File: config.mk
export PLATFORM = sky130hd
export DESIGN_NAME = apb_multi_slave_master
export DESIGN_NICKNAME = d
export VERILOG_FILES = /design/src/rtl/apb_multi_slave_master.sv
export SDC_FILE = /design/constraint.sdc
export NUM_CORES = 1
export LEC_CHECK = 0
export CAP_MARGIN = 10
export CORE_MARGIN = 8
export CORE_UTILIZATION = 35
export CTS_BUF_LIST = sky130_fd_sc_hd__clkbuf_8
export CTS_CLUSTER_DIAMETER = 40
export DETAILED_ROUTE_END_ITERATION = 16
export PLACE_DENSITY = 0.74
export SYNTH_ARGS = -nofsm -noshare
export SYNTH_HDL_FRONTEND = slang
export SYNTH_SLANG_ARGS = --single-unit
export TNS_END_PERCENT = 1
File: constraint.sdc
create_clock -name PCLK -period 5.15 [get_ports PCLK]
set_input_delay 0.7725 -clock PCLK [delete_from_list [all_inputs] [get_ports PCLK]]
set_output_delay 0.7725 -clock PCLK [all_outputs]
set_load 0.1 [all_outputs]
File: src/rtl/apb_multi_slave_master.sv
// rtl/apb_multi_slave_master.sv - APB4 master with N-slave decode, timeout and decode-error responses
// Upstream valid/ready requests become single APB transfers; each accepted request yields one response pulse.
module apb_multi_slave_master #(
  parameter int DATA_WIDTH     = 32,
  parameter int ADDRESS_WIDTH  = 8,
  parameter int SLAVES_NUM     = 3,
  parameter int TIMEOUT_CYCLES = 16,
  localparam int STRB_WIDTH    = DATA_WIDTH / 8
) (
  input  logic                             PCLK,
  input  logic                             PRESET,
  input  logic                             REQ_VALID,
  output logic                             REQ_READY,
  input  logic [ADDRESS_WIDTH-1:0]         REQ_ADDR,
  input  logic                             REQ_WRITE,
  input  logic [DATA_WIDTH-1:0]            REQ_WDATA,
  input  logic [STRB_WIDTH-1:0]            REQ_STRB,
  input  logic [2:0]                       REQ_PROT,
  output logic                             RSP_VALID,
  output logic [DATA_WIDTH-1:0]            RSP_RDATA,
  output logic                             RSP_ERR,
  output logic                             RSP_TIMEOUT,
  output logic [SLAVES_NUM-1:0]            PSEL,
  output logic                             PENABLE,
  output logic [ADDRESS_WIDTH-1:0]         PADDR,
  output logic                             PWRITE,
  output logic [DATA_WIDTH-1:0]            PWDATA,
  output logic [STRB_WIDTH-1:0]            PSTRB,
  output logic [2:0]                       PPROT,
  input  logic [SLAVES_NUM*DATA_WIDTH-1:0] PRDATA,
  input  logic [SLAVES_NUM-1:0]            PREADY,
  input  logic [SLAVES_NUM-1:0]            PSLVERR
);

  localparam int SEL_BITS = (SLAVES_NUM > 1) ? $clog2(SLAVES_NUM) : 1;
  localparam int TO_W     = (TIMEOUT_CYCLES > 1) ? $clog2(TIMEOUT_CYCLES + 1) : 1;

  typedef enum logic [1:0] {IDLE, SETUP, ACCESS, DERR} state_t;

  state_t                  state_q, state_d;
  logic [SEL_BITS-1:0]     idx_q, idx_d;
  logic [TO_W-1:0]         to_cnt_q, to_cnt_d;

  logic [SEL_BITS-1:0]     req_idx;
  logic                    req_in_range;
  logic [SLAVES_NUM-1:0]   req_psel;
  logic                    sel_ready;
  logic                    sel_err;
  logic [DATA_WIDTH-1:0]   sel_rdata;
  logic                    timeout_hit;

  logic [SLAVES_NUM-1:0]   psel_d;
  logic                    penable_d;
  logic [ADDRESS_WIDTH-1:0] paddr_d;
  logic                    pwrite_d;
  logic [DATA_WIDTH-1:0]   pwdata_d;
  logic [STRB_WIDTH-1:0]   pstrb_d;
  logic [2:0]              pprot_d;
  logic                    rsp_valid_d;
  logic [DATA_WIDTH-1:0]   rsp_rdata_d;
  logic                    rsp_err_d;
  logic                    rsp_timeout_d;

  assign req_idx      = REQ_ADDR[ADDRESS_WIDTH-1 -: SEL_BITS];
  assign req_in_range = (int'(req_idx) < SLAVES_NUM);

  // Only the captured slave's return signals matter; the others are ignored entirely.
  always_comb begin
    sel_ready = 1'b0;
    sel_err   = 1'b0;
    sel_rdata = '0;
    req_psel  = '0;
    for (int i = 0; i < SLAVES_NUM; i++) begin
      if (idx_q == SEL_BITS'(i)) begin
        sel_ready = PREADY[i];
        sel_err   = PSLVERR[i];
        sel_rdata = PRDATA[i*DATA_WIDTH +: DATA_WIDTH];
      end
      req_psel[i] = (req_idx == SEL_BITS'(i));
    end
  end

  assign timeout_hit = (TIMEOUT_CYCLES > 0) && ((int'(to_cnt_q) + 1) >= TIMEOUT_CYCLES);

  // Ready in the completing ACCESS cycle lets the next transfer start without an IDLE bubble.
  assign REQ_READY = !PRESET &&
                     ((state_q == IDLE) || ((state_q == ACCESS) && sel_ready));

  always_comb begin
    state_d       = state_q;
    idx_d         = idx_q;
    to_cnt_d      = to_cnt_q;
    psel_d        = PSEL;
    penable_d     = PENABLE;
    paddr_d       = PADDR;
    pwrite_d      = PWRITE;
    pwdata_d      = PWDATA;
    pstrb_d       = PSTRB;
    pprot_d       = PPROT;
    rsp_valid_d   = 1'b0;
    rsp_rdata_d   = RSP_RDATA;
    rsp_err_d     = RSP_ERR;
    rsp_timeout_d = RSP_TIMEOUT;

    case (state_q)
      IDLE: ;
      SETUP: begin
        penable_d = 1'b1;
        state_d   = ACCESS;
      end
      ACCESS: begin
        if (sel_ready) begin
          rsp_valid_d   = 1'b1;
          rsp_err_d     = sel_err;
          rsp_timeout_d = 1'b0;
          rsp_rdata_d   = (!PWRITE && !sel_err) ? sel_rdata : '0;
          psel_d        = '0;
          penable_d     = 1'b0;
          state_d       = IDLE;
        end else if (timeout_hit) begin
          rsp_valid_d   = 1'b1;
          rsp_err_d     = 1'b1;
          rsp_timeout_d = 1'b1;
          rsp_rdata_d   = '0;
          psel_d        = '0;
          penable_d     = 1'b0;
          to_cnt_d      = '0;
          state_d       = IDLE;
        end else begin
          to_cnt_d = to_cnt_q + TO_W'(1);
        end
      end
      DERR: begin
        rsp_valid_d   = 1'b1;
        rsp_err_d     = 1'b1;
        rsp_timeout_d = 1'b0;
        rsp_rdata_d   = '0;
        state_d       = IDLE;
      end
    endcase

    // A decode miss never touches the bus, so bus registers keep their last values.
    if (REQ_VALID && REQ_READY) begin
      idx_d     = req_idx;
      to_cnt_d  = '0;
      penable_d = 1'b0;
      if (req_in_range) begin
        psel_d   = req_psel;
        paddr_d  = REQ_ADDR;
        pwrite_d = REQ_WRITE;
        pprot_d  = REQ_PROT;
        if (REQ_WRITE) begin
          pwdata_d = REQ_WDATA;
          pstrb_d  = REQ_STRB;
        end else begin
          pstrb_d  = '0;
        end
        state_d = SETUP;
      end else begin
        psel_d  = '0;
        state_d = DERR;
      end
    end
  end

  always_ff @(posedge PCLK) begin
    if (PRESET) begin
      state_q     <= IDLE;
      idx_q       <= '0;
      to_cnt_q    <= '0;
      PSEL        <= '0;
      PENABLE     <= 1'b0;
      PADDR       <= '0;
      PWRITE      <= 1'b0;
      PWDATA      <= '0;
      PSTRB       <= '0;
      PPROT       <= '0;
      RSP_VALID   <= 1'b0;
      RSP_RDATA   <= '0;
      RSP_ERR     <= 1'b0;
      RSP_TIMEOUT <= 1'b0;
    end else begin
      state_q     <= state_d;
      idx_q       <= idx_d;
      to_cnt_q    <= to_cnt_d;
      PSEL        <= psel_d;
      PENABLE     <= penable_d;
      PADDR       <= paddr_d;
      PWRITE      <= pwrite_d;
      PWDATA      <= pwdata_d;
      PSTRB       <= pstrb_d;
      PPROT       <= pprot_d;
      RSP_VALID   <= rsp_valid_d;
      RSP_RDATA   <= rsp_rdata_d;
      RSP_ERR     <= rsp_err_d;
      RSP_TIMEOUT <= rsp_timeout_d;
    end
  end

endmodule

==> results by stage <==
Global route:
- The total global routing overflow is 0.
- The initial antenna violation count is 0.
- Entering global routing, the biggest net connects 56 pins.
- The wire length of the first global-routing pass is 24,500 um.
- In the global route stage, overall resource usage came out at 18.8%.
- The number of global-route vias before repair is 4,611.

Floorplanning:
- The region available for standard cell placement spans ~12,000 sq um.
- The die area is about 16,000 sq um.
- The floorplan has 40 rows.
- The die height is roughly 130 um.
- The effective utilization at floorplan is 36.0%.
- The die width is between 100 and 150 um.
- The total I/O pin count is between 200 and 250.

Clocking:
- The insertion delay of the later-clocked pin in the worst-skew pair is 360 ps.
- The clock drives 96 sinks.
- TritonCTS built the clock tree.
- The clock root buffer master is sky130_fd_sc_hd__clkbuf_8.
- The post-CTS setup-driven buffer insertion count is 0.
- Gates resized during post-CTS repair numbered 0.
- The clock input transition at the sequential cells of the worst setup and hold paths is approximately 90 ps.
- The number of buffers added by the clock tree synthesis step is 9.
- The H-tree depth reported by CTS is 3.
- The maximum clock insertion buffer count is 2.
- Hold repair after CTS inserted 0 buffers.

Route:
- The number of detailed-routing iterations run before antenna repair is 4.
- After detailed routing, the total wire length is between 15,000 and 20,000 um.
- The routed length on met3 is between 1500 and 2000 um.
- In the final routed layout, each cell accounts on average for 18.0 um.
- In this run the remaining antenna-violating nets after routing total 0.
- The iteration-0 DRC count of the detailed router is 238.
- The count of unresolved DRC violations after routing is 0.
- The highest routing layer actually used is met4.
- After detailed routing, the met2 layer carries approximately 7000 um of wire.
- The total number of vias is 4,518.
- For this block, wires on met1 add up to a little under 7000 um.
- Using the TritonRoute via totals, the vias-per-cell ratio works out to ~5.1.

Worst setup path:
- The cell type of the slowest stage on the worst timing path is sky130_fd_sc_hd__dfxtp_2.
- The most numerous cell on the critical path is sky130_fd_sc_hd__buf_4.
- In this run the critical register-to-register path is launched from idx_q[0]$_SDFFE_PP0P_.
- STA puts the critical path data required time at around 4400 ps.
- The depth of the worst register-to-register path is 5.
- The number of gates on the worst path with buffers counted is 6.
- The most critical setup path has its startpoint at idx_q[1]$_SDFFE_PP0P_.
- The sort of element at the start of the critical path is a flip-flop.
- The setup path with the least slack is of type flip-flop to output pin.
- For the worst setup path, the data arrival time is ~2900 ps.
- The highest net fanout along the worst path is 55.
- STA classifies the critical path endpoint as an output pin.
- The number of buffer and inverter stages on the critical path is 3.
- The signal on the critical path passes through buf_4 > and4b_1 > a311oi_4 > buf_4 > nor2_1 > buf_4.
- The longest individual stage delay on the worst path is between 600 and 700 ps.
- The family with the most delay on the worst path is buffers and inverters.

Yosys:
- The share of synthesized flip-flops with an asynchronous set or reset is 0%.
- For this run, the number of Yosys warnings is 0.
- The netlist uses 50 different library cells.
- The synthesized netlist net count is 650.
- The cell count after synthesis came out at 492.
- The summed instance area of the synthesized netlist is 4360 sq um.
- Sequential elements use 44.0% of the synthesized area.
- The number of enable flip-flop cells after synthesis is 0.
- For this run, the leading register cell type out of synthesis is sky130_fd_sc_hd__dfxtp_1.
- In this run, synthesis produced a sequential element count of 96.
- The average cell area after synthesis is ~9 sq um.

Run:
- Max-cap violations in this run came to 0.

Placed design:
- The number of buffer cells added on primary ports is between 200 and 250.
- The estimated wirelength of the detail-placed design is 12,200 um.
- The congestion estimate from routability-driven global placement came to approximately 0.9.

Power and ir drop:
- In this run the static leakage power is approximately 2.5 nW.
- The ratio of total power to cell area is approximately 350 nW/um^2.
- The maximum ir drop on the vdd rail is roughly 0.18 mV.

Final layout:
- Of the cells placed in the final design, the portion with a size suffix greater than 1 is roughly 4.5%.
- The filler cells instantiated in the layout total between 1,000 and 1,500.
- Measured on the finished design, the core utilization comes to 58.0%.
- The number of antenna diodes in the final layout is 0.
- Summing all multi-input logic gate instances after layout gives 2120 sq um.
- The layout net count is approximately 870.
- The sequential cells in the finished layout cover a total of slightly below 2000 sq um.
- Compared with the post-synthesis result, the final layout area differs by 61.0%.

STA:
- The final critical path time including I/O delays and setup is roughly 3600 ps.
- The count of endpoints failing hold in the final timing report is 0.
- The clock arrives with a little over 9 ps of skew.
- Setup violations remaining at the end of the flow were counted as 0.
- The final count of pins violating max slew is 0.
- Setup repair after global routing left no endpoint under its margin.
- The achievable frequency is ~0.28 GHz.
- Hold timing on the final database bottoms out at a slack of ~470 ps.
- Adding up every negative setup slack in the final design gives 0 ps.
- Of the available clock period, the critical path in the final layout requires between 70% and 80%.
- The worst-margin pin slew is 1220 ps.
- The tightest slew margin relative to the limit is approximately 18%.

Min path:
- The kind of path behind the tightest hold check is flip-flop to flip-flop.
- Along the worst hold path, the cell count comes to 2.
- The launch instance of the worst min-delay path is PADDR[6]$_SDFFE_PP0P_.

Status:
- The flow ran to the end, and the final reports show no timing, DRC or antenna violations.
==> routing by layer <==
layer,up-vias,track usage (%)
met2,217,30.6
li1,2215,-
met4,0,5.59
met3,11,8.90
met5,-,0
met1,2075,21.4
==> placed cells by master (no fill, tap or decap), types with 2 or more instances in the layout <==
master                              n
sky130_fd_sc_hd__nand4_1            4
sky130_fd_sc_hd__a21oi_1           22
sky130_fd_sc_hd__nand2b_1           2
sky130_fd_sc_hd__a22o_1            32
sky130_fd_sc_hd__o211ai_1          33
sky130_fd_sc_hd__a32o_1             3
sky130_fd_sc_hd__dfxtp_1           95
sky130_fd_sc_hd__inv_1             40
sky130_fd_sc_hd__clkdlybuf4s50_1  239
sky130_fd_sc_hd__o21ai_0           80
sky130_fd_sc_hd__mux2i_1           33
sky130_fd_sc_hd__a211oi_1           2
sky130_fd_sc_hd__nor2b_1            2
sky130_fd_sc_hd__a31oi_1            2
sky130_fd_sc_hd__nor3_1             3
sky130_fd_sc_hd__clkbuf_8          10
sky130_fd_sc_hd__nand2_1           38
sky130_fd_sc_hd__or3_1              4
sky130_fd_sc_hd__nor2_1             4
sky130_fd_sc_hd__o211a_1            2
sky130_fd_sc_hd__o21ai_1            3
sky130_fd_sc_hd__o22ai_1            2
sky130_fd_sc_hd__buf_4              8
sky130_fd_sc_hd__nand3_1           15
sky130_fd_sc_hd__clkinvlp_4         3
sky130_fd_sc_hd__ha_1               5
==> final cells by class <==
cell class / instances / share of cell area, %
Timing Repair Buffer: 247 / 34.9
Multi-Input combinational cell: 315 / 30.1
Sequential cell: 96 / 27.4
Tap cell: 168 / 2.99
Inverter: 40 / 2.14
Clock buffer: 10 / 1.96
Clock inverter: 5 / 0.499
==> flip-flops by register name, summed over array words and instances, names as in the netlist, 2 cells and up <==
signal	count
PWDATA	32
RSP_RDATA	32
PADDR	8
to_cnt_q	5
PSTRB	4
PPROT	3
PSEL	3
idx_q	2
state_q	2
==> where the power goes <==
part | internal, mW | switching, mW | total (mW)
clock | 0.185 | 0.252 | 0.437
sequential | 0.814 | 0.0490 | 0.863
combinational | 0.342 | 0.824 | 1.17
==> through the flow <==
step / power [mW] / instances / setup slack (ps) / cell area, sq um
finish: 2.46 / 881 / 1520 / 7020
global route: 2.58 / 881 / 1350 / 7020
CTS: 2.48 / 881 / 1490 / 7020
detailed placement: 2.04 / 866 / 1450 / 6850
global placement: 2.03 / 866 / 1640 / 6850
floorplan: 1.70 / 492 / 1840 / 4360
==> path summary, 6_finish.rpt <==
kind              slack, ps                 endpoint
hold reg to reg         470    PADDR[6]$_SDFFE_PP0P_
setup / recovery       1520                REQ_READY
hold / removal          470    PADDR[6]$_SDFFE_PP0P_
setup reg to reg       1770  PWDATA[23]$_SDFFE_PP0P_
==> cell families (layout without fill, tap and decap cells) <==
family	count (synthesis)	in the layout	share of synthesized area (%)
AOI/OAI and AO/OA	194	194	29.4
DFF	96	96	44.0
and+or+nand+nor	81	81	9.15
buffers and inverters	81	302	7.88
muxes	35	35	8.14
adders and majority gates	5	5	1.43
==> synth_stat cells, types with 2 or more instances <==
master	instances	area, sq um
sky130_fd_sc_hd__nor2b_1	3	18.8
sky130_fd_sc_hd__a211oi_1	2	15.0
sky130_fd_sc_hd__o211a_1	2	20.0
sky130_fd_sc_hd__a21oi_1	22	110
sky130_fd_sc_hd__clkbuf_1	19	71.3
sky130_fd_sc_hd__o21ai_0	80	400
sky130_fd_sc_hd__mux2i_1	33	330
sky130_fd_sc_hd__nor3_1	3	15.0
sky130_fd_sc_hd__a32o_1	3	30.0
sky130_fd_sc_hd__nand4_1	4	25.0
sky130_fd_sc_hd__buf_2	19	95.1
sky130_fd_sc_hd__a22o_1	32	280
sky130_fd_sc_hd__nand3_1	15	75.1
sky130_fd_sc_hd__nand2b_1	2	12.5
sky130_fd_sc_hd__buf_6	2	22.5
sky130_fd_sc_hd__nor2_1	4	15.0
sky130_fd_sc_hd__nand2_1	38	143
sky130_fd_sc_hd__inv_1	39	146
sky130_fd_sc_hd__or3_1	4	25.0
sky130_fd_sc_hd__ha_1	5	62.6
sky130_fd_sc_hd__dfxtp_1	96	1920
sky130_fd_sc_hd__o21ai_1	3	15.0
sky130_fd_sc_hd__o22ai_1	2	12.5
sky130_fd_sc_hd__o211ai_1	33	248
sky130_fd_sc_hd__a31oi_1	2	12.5
==> worst register-to-register path: cells and delay by family (launching register included) <==
family                 cells  cell delay [ps]
and+or+nand+nor            2             1230
AOI/OAI and AO/OA          2             1120
DFF                        1              570
buffers and inverters      1              350
(Power assumes the default switching activity.)
